<file path="config.mk">
export PLATFORM = sky130hd
export DESIGN_NAME = mux_scan_ctrl_flat
export DESIGN_NICKNAME = d
export VERILOG_FILES = /design/src/rtl/mux_scan_ctrl_pkg.sv /design/src/rtl/mux_scan_ctrl_if.sv /design/src/rtl/mux_scan_timer.sv /design/src/rtl/mux_scan_ctrl.sv /design/src/flat_wrapper.sv
export SDC_FILE = /design/constraint.sdc
export NUM_CORES = 1
export LEC_CHECK = 0
export CORE_MARGIN = 5
export CORE_UTILIZATION = 50
export DETAILED_ROUTE_END_ITERATION = 6
export PLACE_DENSITY = 0.75
export SLEW_MARGIN = 20
export SYNTH_ARGS = -nofsm -noshare
export SYNTH_HDL_FRONTEND = slang
export SYNTH_SLANG_ARGS = --single-unit
</file>
<file path="constraint.sdc">
create_clock -name clk -period 2.24 [get_ports clk]
set_clock_uncertainty 0.1 [all_clocks]
set_input_delay 0.448 -clock clk [delete_from_list [all_inputs] [get_ports clk]]
set_output_delay 0.448 -clock clk [all_outputs]
set_load 0.02 [all_outputs]
</file>
<file path="src/rtl/mux_scan_ctrl_pkg.sv">
// rtl/mux_scan_ctrl_pkg.sv - shared encodings, widths and helpers for the mux scan sequencer
package mux_scan_ctrl_pkg;

   localparam int N_CH  = 4;
   localparam int SEL_W = 2;
   localparam int CNT_W = 4;

   localparam logic [1:0] ST_IDLE   = 2'd0;
   localparam logic [1:0] ST_SETTLE = 2'd1;
   localparam logic [1:0] ST_SAMPLE = 2'd2;
   localparam logic [1:0] ST_DONE   = 2'd3;

   typedef logic [SEL_W-1:0] sel_t;
   typedef logic [N_CH-1:0]  frame_t;

   function automatic logic frame_parity(input frame_t f);
      return ^f;
   endfunction

endpackage

</file>
<file path="src/rtl/mux_scan_ctrl_if.sv">
// rtl/mux_scan_ctrl_if.sv - frame output handshake bundle; frame_par exists only with MUX_SCAN_PARITY_EN
interface mux_scan_ctrl_if;
   import mux_scan_ctrl_pkg::*;

   frame_t frame;
   logic   frame_valid;
   logic   frame_ready;
`ifdef MUX_SCAN_PARITY_EN
   logic   frame_par;

   modport master (output frame, output frame_valid, output frame_par, input frame_ready);
   modport slave  (input frame, input frame_valid, input frame_par, output frame_ready);
`else
   modport master (output frame, output frame_valid, input frame_ready);
   modport slave  (input frame, input frame_valid, output frame_ready);
`endif

endinterface

</file>
<file path="src/rtl/mux_scan_timer.sv">
// rtl/mux_scan_timer.sv - settle counter with clear/enable; done flags the last settle cycle
module mux_scan_timer
   import mux_scan_ctrl_pkg::*;
#(
   parameter int SETTLE_CYC = 2
) (
   input  logic clk,
   input  logic rst_n,
   input  logic clr,
   input  logic en,
   output logic done
);

   logic [CNT_W-1:0] cnt_q;
   logic [CNT_W-1:0] cnt_d;

   always_comb begin
      cnt_d = cnt_q;
      if (clr) begin
         cnt_d = '0;
      end else if (en) begin
         cnt_d = cnt_q + CNT_W'(1);
      end
   end

   always_ff @(posedge clk or negedge rst_n) begin
      if (!rst_n) begin
         cnt_q <= '0;
      end else begin
         cnt_q <= cnt_d;
      end
   end

   assign done = en && (cnt_q == CNT_W'(SETTLE_CYC - 1));

endmodule

</file>
<file path="src/rtl/mux_scan_ctrl.sv">
// rtl/mux_scan_ctrl.sv - walks a 4:1 mux select, samples M per channel and offers a 4-bit frame
// Optional frame parity output enabled by MUX_SCAN_PARITY_EN.
module mux_scan_ctrl
   import mux_scan_ctrl_pkg::*;
#(
   parameter int SETTLE_CYC = 2
) (
   input  logic                   clk,
   input  logic                   rst_n,
   input  logic                   start,
   input  logic                   cont,
   input  logic                   abort,
   input  logic                   m_in,
   output logic [SEL_W-1:0]       sel,
   output logic                   busy,
   mux_scan_ctrl_if.master        fo
);

   logic [1:0] state_q, state_d;
   sel_t       sel_q, sel_d;
   logic [2:0] asm_q, asm_d;
   frame_t     frame_q, frame_d;
   logic       valid_q, valid_d;
   logic       tmr_clr;
   logic       tmr_en;
   logic       tmr_done;

   assign tmr_en  = (state_q == ST_SETTLE);
   assign tmr_clr = (state_q != ST_SETTLE) || abort;

   mux_scan_timer #(
      .SETTLE_CYC (SETTLE_CYC)
   ) u_timer (
      .clk   (clk),
      .rst_n (rst_n),
      .clr   (tmr_clr),
      .en    (tmr_en),
      .done  (tmr_done)
   );

   always_comb begin
      state_d = state_q;
      sel_d   = sel_q;
      asm_d   = asm_q;
      frame_d = frame_q;
      valid_d = valid_q;
      // abort outranks every other input once a scan is underway
      if (abort && (state_q != ST_IDLE)) begin
         state_d = ST_IDLE;
         sel_d   = '0;
         asm_d   = '0;
         valid_d = 1'b0;
      end else begin
         case (state_q)
            ST_IDLE: begin
               if (start) begin
                  state_d = ST_SETTLE;
                  sel_d   = '0;
               end
            end
            ST_SETTLE: begin
               if (tmr_done) begin
                  state_d = ST_SAMPLE;
               end
            end
            ST_SAMPLE: begin
               if (sel_q != sel_t'(N_CH - 1)) begin
                  asm_d[sel_q] = m_in;
                  sel_d        = sel_q + sel_t'(1);
                  state_d      = ST_SETTLE;
               end else begin
                  frame_d = {m_in, asm_q};
                  valid_d = 1'b1;
                  state_d = ST_DONE;
               end
            end
            ST_DONE: begin
               if (fo.frame_ready) begin
                  valid_d = 1'b0;
                  if (cont || start) begin
                     state_d = ST_SETTLE;
                     sel_d   = '0;
                  end else begin
                     state_d = ST_IDLE;
                  end
               end
            end
            default: begin
               state_d = ST_IDLE;
            end
         endcase
      end
   end

   always_ff @(posedge clk or negedge rst_n) begin
      if (!rst_n) begin
         state_q <= ST_IDLE;
         sel_q   <= '0;
         asm_q   <= '0;
         frame_q <= '0;
         valid_q <= 1'b0;
      end else begin
         state_q <= state_d;
         sel_q   <= sel_d;
         asm_q   <= asm_d;
         frame_q <= frame_d;
         valid_q <= valid_d;
      end
   end

`ifdef MUX_SCAN_PARITY_EN
   logic par_q;
   logic par_d;

   assign par_d = frame_parity(frame_d);

   always_ff @(posedge clk or negedge rst_n) begin
      if (!rst_n) begin
         par_q <= 1'b0;
      end else begin
         par_q <= par_d;
      end
   end

   assign fo.frame_par = par_q;
`endif

   assign sel            = sel_q;
   assign busy           = (state_q != ST_IDLE);
   assign fo.frame       = frame_q;
   assign fo.frame_valid = valid_q;

endmodule
</file>
<file path="src/flat_wrapper.sv">
// flat-port wrapper written by rule: the top's interface ports become plain ports
module mux_scan_ctrl_flat import mux_scan_ctrl_pkg::*;
#(
   parameter int SETTLE_CYC = 2
)
  (clk, rst_n, start, cont, abort, m_in, sel, busy, fo_frame, fo_frame_valid, fo_frame_ready);
  mux_scan_ctrl_if fo_i ();
  input  logic clk;
  input  logic rst_n;
  input  logic start;
  input  logic cont;
  input  logic abort;
  input  logic m_in;
  output logic [SEL_W-1:0] sel;
  output logic busy;
  output wire logic [$bits(fo_i.frame)-1:0] fo_frame;
  output wire logic [$bits(fo_i.frame_valid)-1:0] fo_frame_valid;
  input wire logic [$bits(fo_i.frame_ready)-1:0] fo_frame_ready;
  assign fo_frame = fo_i.frame;
  assign fo_frame_valid = fo_i.frame_valid;
  assign fo_i.frame_ready = fo_frame_ready;
  mux_scan_ctrl #(.SETTLE_CYC(SETTLE_CYC)) u_core (.clk(clk), .rst_n(rst_n), .start(start), .cont(cont), .abort(abort), .m_in(m_in), .sel(sel), .busy(busy), .fo(fo_i));
endmodule
</file>
==> results of run 1 <==
[path summary, 6_finish.rpt]
path	endpoint	slack (ns)	depth (start not counted)
worst max-delay path	busy	0.13	2
worst min register to register	u_core.u_timer.cnt_q[0]	0.40	1
worst max register to register	u_core.fo.frame[3]	0.53	4
worst min-delay path	u_core.state_q[1]	0.35	2
max in group asynchronous	u_core.sel[0]	1.51	2
min in group clk	u_core.u_timer.cnt_q[0]	0.40	1
[power breakdown]
group | internal [mW] | switching, mW
Sequential | 0.333 | 0.0409
Combinational | 0.207 | 0.199
Clock | 0.0993 | 0.0946
Total | 0.640 | 0.334
[cell usage after synthesis]
cell	instances	share of area, %
ha_1	6	8.7
inv_1	3	1.3
dfrtp_1	16	47
o21bai_1	1	0.87
o21ai_0	3	1.7
nor2b_1	2	1.5
a22o_1	1	1.0
or3b_4	1	1.3
buf_4	2	1.7
nand3_1	4	2.3
xor2_1	1	1.0
mux2_2	5	6.5
buf_6	1	1.3
nand2_1	2	0.87
nand2b_1	1	0.73
and2_1	1	0.73
o221ai_4	1	3.1
and2b_2	1	1.0
o31ai_1	1	0.87
o221ai_1	1	1.0
nor2_1	4	1.7
a21oi_1	5	2.9
mux2_4	1	1.7
nor3b_1	2	1.7
clkbuf_1	1	0.44
a22oi_1	1	0.87
or2_1	1	0.73
xnor2_1	1	1.0
mux2i_1	4	4.7
[final cells by class]
| class | instances | area [um2] |
|---|---|---|
| Sequential cell | 16 | 400.4 |
| Clock buffer | 4 | 36.28 |
| Tap cell | 17 | 21.27 |
| Timing Repair Buffer | 18 | 170.2 |
| Inverter | 3 | 11.26 |
| Multi-Input combinational cell | 51 | 419.2 |
| Fill cell | 132 | 630.6 |
[cell families after synthesis]
| logic type | share of synthesized area [%] |
|---|---|
| xor gates and xnor gates | 2.035 |
| and+or+nand+nor | 12.65 |
| buffers and inverters | 4.795 |
| DFF | 46.51 |
| muxes | 12.94 |
| AOI/OAI and AO/OA | 12.36 |
| adders and majority gates | 8.721 |
[layer usage]
metal  vias to the layer above  track usage (%)
li1                        292                -
met1                       285            17.98
met2                        12            20.97
met3                         5            2.865
met4                         0            10.48
met5                         -                0
[through the flow]
stage	setup slack [ns]	std cells
after detailed placement	0.1137	105
after CTS	0.1269	109
after floorplan	0.4849	74
after global routing	0.06927	109
after global placement	0.1396	105
final	0.1297	109
[registers in the layout (all words and copies together), names as in the netlist]
signal and count:
u_core.fo.frame 4, u_core.sel 2, u_core.fo.frame_valid 1, u_core.u_timer.cnt_q 4, u_core.state_q 2, u_core.asm_q 3
==> flow_summary.yaml, run 1 <==
timing:
  hold_slack_ns: 0.3549
  finalHoldViolCount: 0
  rsz0062_at_grt: "false"
  fin_crit_sh_pct: 94.21
  setup_tns_ns: 0
  slew_viol_final: 0
  fmax_mhz: 473.9
  worstMarginPinSlew_ns: 0.3276
  setup_viol: 0
  maxSlewHeadroom_pct: 78.12
  fin_crit_ns: 2.110
clocking:
  htree_levels: 1
  clockBufferDepth: 2
  cts_tree: "built"
  numCtsBuffers: 3
  root_buffer: "clkbuf_4"
  clkTransAtPathRegs_ns: 0.09
  cts_setup_buffers: 0
  clock_sinks: 16
  cts_hold_buffers: 0
  clk_latency_ns: 0.30
  cts_resized: 0
worst_setup_path:
  crit_chain: "or2_1 -> clkdlybuf4s50_1"
  start_kind: "flop"
  crit_arrival_ns: 1.56
  required_ns: 1.69
  critPathKind: "flop to output pin"
  rr_startpoint: "u_core.sel[0]"
  slowest_delay_ns: 0.54
  cp_num_buf_inv: 1
  cp_max_fo: 7
  critical-path-slowest-cell: "clkdlybuf4s50_1"
  path_delay_family: "buffers and inverters"
  endpoint_kind: "output pin"
  crit_path_start: "u_core.state_q[1]"
pwr:
  powerDensity_nw_per_um2: 920.1
  p_leak_nw: 0.4997
  peakVddDrop_mv: 0.4342
  finalPower_uw: 974.0
placement:
  dp_hpwl_um: 1167
  gp_congestion: 0.7603
  placed_area_um2: 1022
  port_buffers: 14
final_layout:
  drive_gt1_share_pct: 18.48
  final_area_um2: 1059
  utilization_pct: 62.67
  mostFrequentLayoutCell: "dfrtp_1"
  nets: 106
  area_delta_synth_final_pct: 22.97
  antenna_cells: 0
  mostFrequentLayoutCells: "dfrtp_1, clkdlybuf4s50_1, ha_1, mux2_2, a21oi_1"
min_path:
  hold_class: "input port to async pin"
global_routing:
  grt_pass1_wl_um: 2711
  grt_pass1_vias: 598
  globalRouteTotalUtil_pct: 14.11
  grt_overflow_total: 0
  grt_max_degree: 17
  antenna_found_initial: 0
status:
  status: "finished clean"
detailed_routing:
  viasPerCell: 5.450
  initialDrtViolationCount: 13
  vias: 594
  highest_layer: "met4"
  wl_um: 1517
  wl_met3_um: 62
  drt_drc_violations_left: 0
  detail_route.wl_per_cell_um: 13.92
  wl_met1_um: 762
  drtPass1Iterations: 4
  dr_wl_met2_um: 644
  ant_nets: 0
yosys:
  yosys_register_bits: 16
  postSynthCellCount: 74
  seq_area_frac_synth_pct: 46.51
  avgSynthCellArea_um2: 11.63
  ys_warn_count: 0
  postSynthNetCount: 87
  syn-cell-area_um2: 860.8
  synth_cell_types: 29
die:
  die_area_um2: 2651
  die_width_um: 51.49
  rows: 15
  coreArea_um2: 1689
  initial_core_util_pct: 50.96
  ioPinCount: 15
  die-height_um: 51.49
run:
  maxCapViolations: 0
Note: power is estimated with default switching activity, not from simulation.
==> run 2: changes to the inputs <==
clock period = 2.3 ns   (was 2.24 ns; I/O delays follow)
==> run 2 against run 1 <==
  * Final cell count decreased by 2.8%
  * Non-clock buffer count is 2 lower
  * Worst setup slack improved by 0.022 ns
  * Sequential power rose by 4%
  * Via count shrank 3.4%
  * Design area is 2.7% lower
  * Critical path depth unchanged
  * Wire length grew 2.6%
  * Highest routed layer unchanged
==> flow_summary.yaml, run 2 (synthesis gave the netlist of run 1 again) <==
timing:
  worstMarginPinSlew_ns: 0.6833
  fin_crit_sh_pct: 93.38
  setup_viol: 0
  fmax_mhz: 465.6
  slew_viol_final: 0
  setup_tns_ns: 0
  rsz0062_at_grt: "false"
  fin_crit_ns: 2.148
  worst_slack_ns: 0.1522
  maxSlewHeadroom_pct: 54.30
  hold_slack_ns: 0.4069
  finalHoldViolCount: 0
detailed_routing:
  viasPerCell: 5.415
  vias: 574
  wl_um: 1557
  drt_drc_violations_left: 0
  ant_nets: 0
  initialDrtViolationCount: 5
  detail_route.wl_per_cell_um: 14.69
  drtPass1Iterations: 4
clocking:
  cts_tree: "built"
  cts_setup_buffers: 0
  clock_sinks: 16
  clk_latency_ns: 0.28
  cts_hold_buffers: 0
  root_buffer: "clkbuf_4"
  clockBufferDepth: 2
  clkTransAtPathRegs_ns: 0.09
  cts_resized: 0
  htree_levels: 1
  numCtsBuffers: 3
final_layout:
  antenna_cells: 0
  mostFrequentLayoutCell: "dfrtp_1"
  area_delta_synth_final_pct: 19.62
  final_area_um2: 1030
  drive_gt1_share_pct: 15.73
  nets: 104
  utilization_pct: 60.96
  mostFrequentLayoutCells: "dfrtp_1, clkdlybuf4s50_1, ha_1, mux2_2, a21oi_1"
global_routing:
  antenna_found_initial: 0
  globalRouteTotalUtil_pct: 13.62
  grt_pass1_wl_um: 2677
  grt_pass1_vias: 583
  grt_max_degree: 17
  grt_overflow_total: 0
worst_setup_path:
  required_ns: 1.74
  critPathKind: "flop to output pin"
  reg2reg_depth: 3
  endpoint_kind: "output pin"
  start_kind: "flop"
  crit_arrival_ns: 1.59
  cp_max_fo: 12
die:
  die_area_um2: 2651
  ioPinCount: 15
  rows: 15
  die-height_um: 51.49
  initial_core_util_pct: 50.96
  coreArea_um2: 1689
  die_width_um: 51.49
placement:
  dp_hpwl_um: 1193
  place_ws_ns: 0.1439
  port_buffers: 14
  placed_area_um2: 1007
  gp_congestion: 0.7907
run:
  maxCapViolations: 0
min_path:
  holdPathStages: 1
  hold_class: "flop to flop"
pwr:
  peakVddDrop_mv: 0.4605
  powerDensity_nw_per_um2: 867.0
  p_leak_nw: 0.4829
status:
  status: "finished clean"
[run 2: path summary, 6_finish.rpt]
path / startpoint / endpoint / slack (ns)
worst max-delay path: u_core.state_q[0] / busy / 0.15
worst min-delay path: u_core.u_timer.cnt_q[0] / u_core.u_timer.cnt_q[0] / 0.41
worst max register to register: u_core.state_q[0] / u_core.state_q[0] / 0.56
worst min register to register: u_core.u_timer.cnt_q[0] / u_core.u_timer.cnt_q[0] / 0.41
max in group asynchronous: rst_n / u_core.sel[1] / 1.18
min in group asynchronous: rst_n / u_core.u_timer.cnt_q[3] / 0.49
[run 2: per-stage QoR]
stage | power, mW | std cells
after floorplan | 0.6594 | 74
after global placement | 0.7415 | 103
after detailed placement | 0.7538 | 103
after CTS | 0.9015 | 106
after global routing | 0.9493 | 106
final | 0.8928 | 106
[run 2: report_power, final]
group	internal [mW]	switching, mW	leakage [nW]
Combinational	0.187	0.174	0.251
Sequential	0.324	0.0649	0.218
Clock	0.0607	0.0815	0.0138
[run 2: worst max-delay path, stage by stage, from the launching register on]
cell	delay, ns
dfrtp_1	0.50
or2_1	0.27
clkdlybuf4s50_1	0.54
[run 2: cell type report]
| type | instances | area, um2 |
|---|---|---|
| Fill cell | 136 | 659.4 |
| Timing Repair Buffer | 16 | 155.1 |
| Clock buffer | 3 | 22.52 |
| Tap cell | 17 | 21.27 |
| Inverter | 3 | 11.26 |
| Multi-Input combinational cell | 51 | 419.2 |
| Sequential cell | 16 | 400.4 |
[run 2: layer usage]
layer  GRT usage [%]  share of wire, %
met1           19.45                50
met3           2.292               4.6
met4           11.79               3.2
met2           17.37                42
met5               0                 0
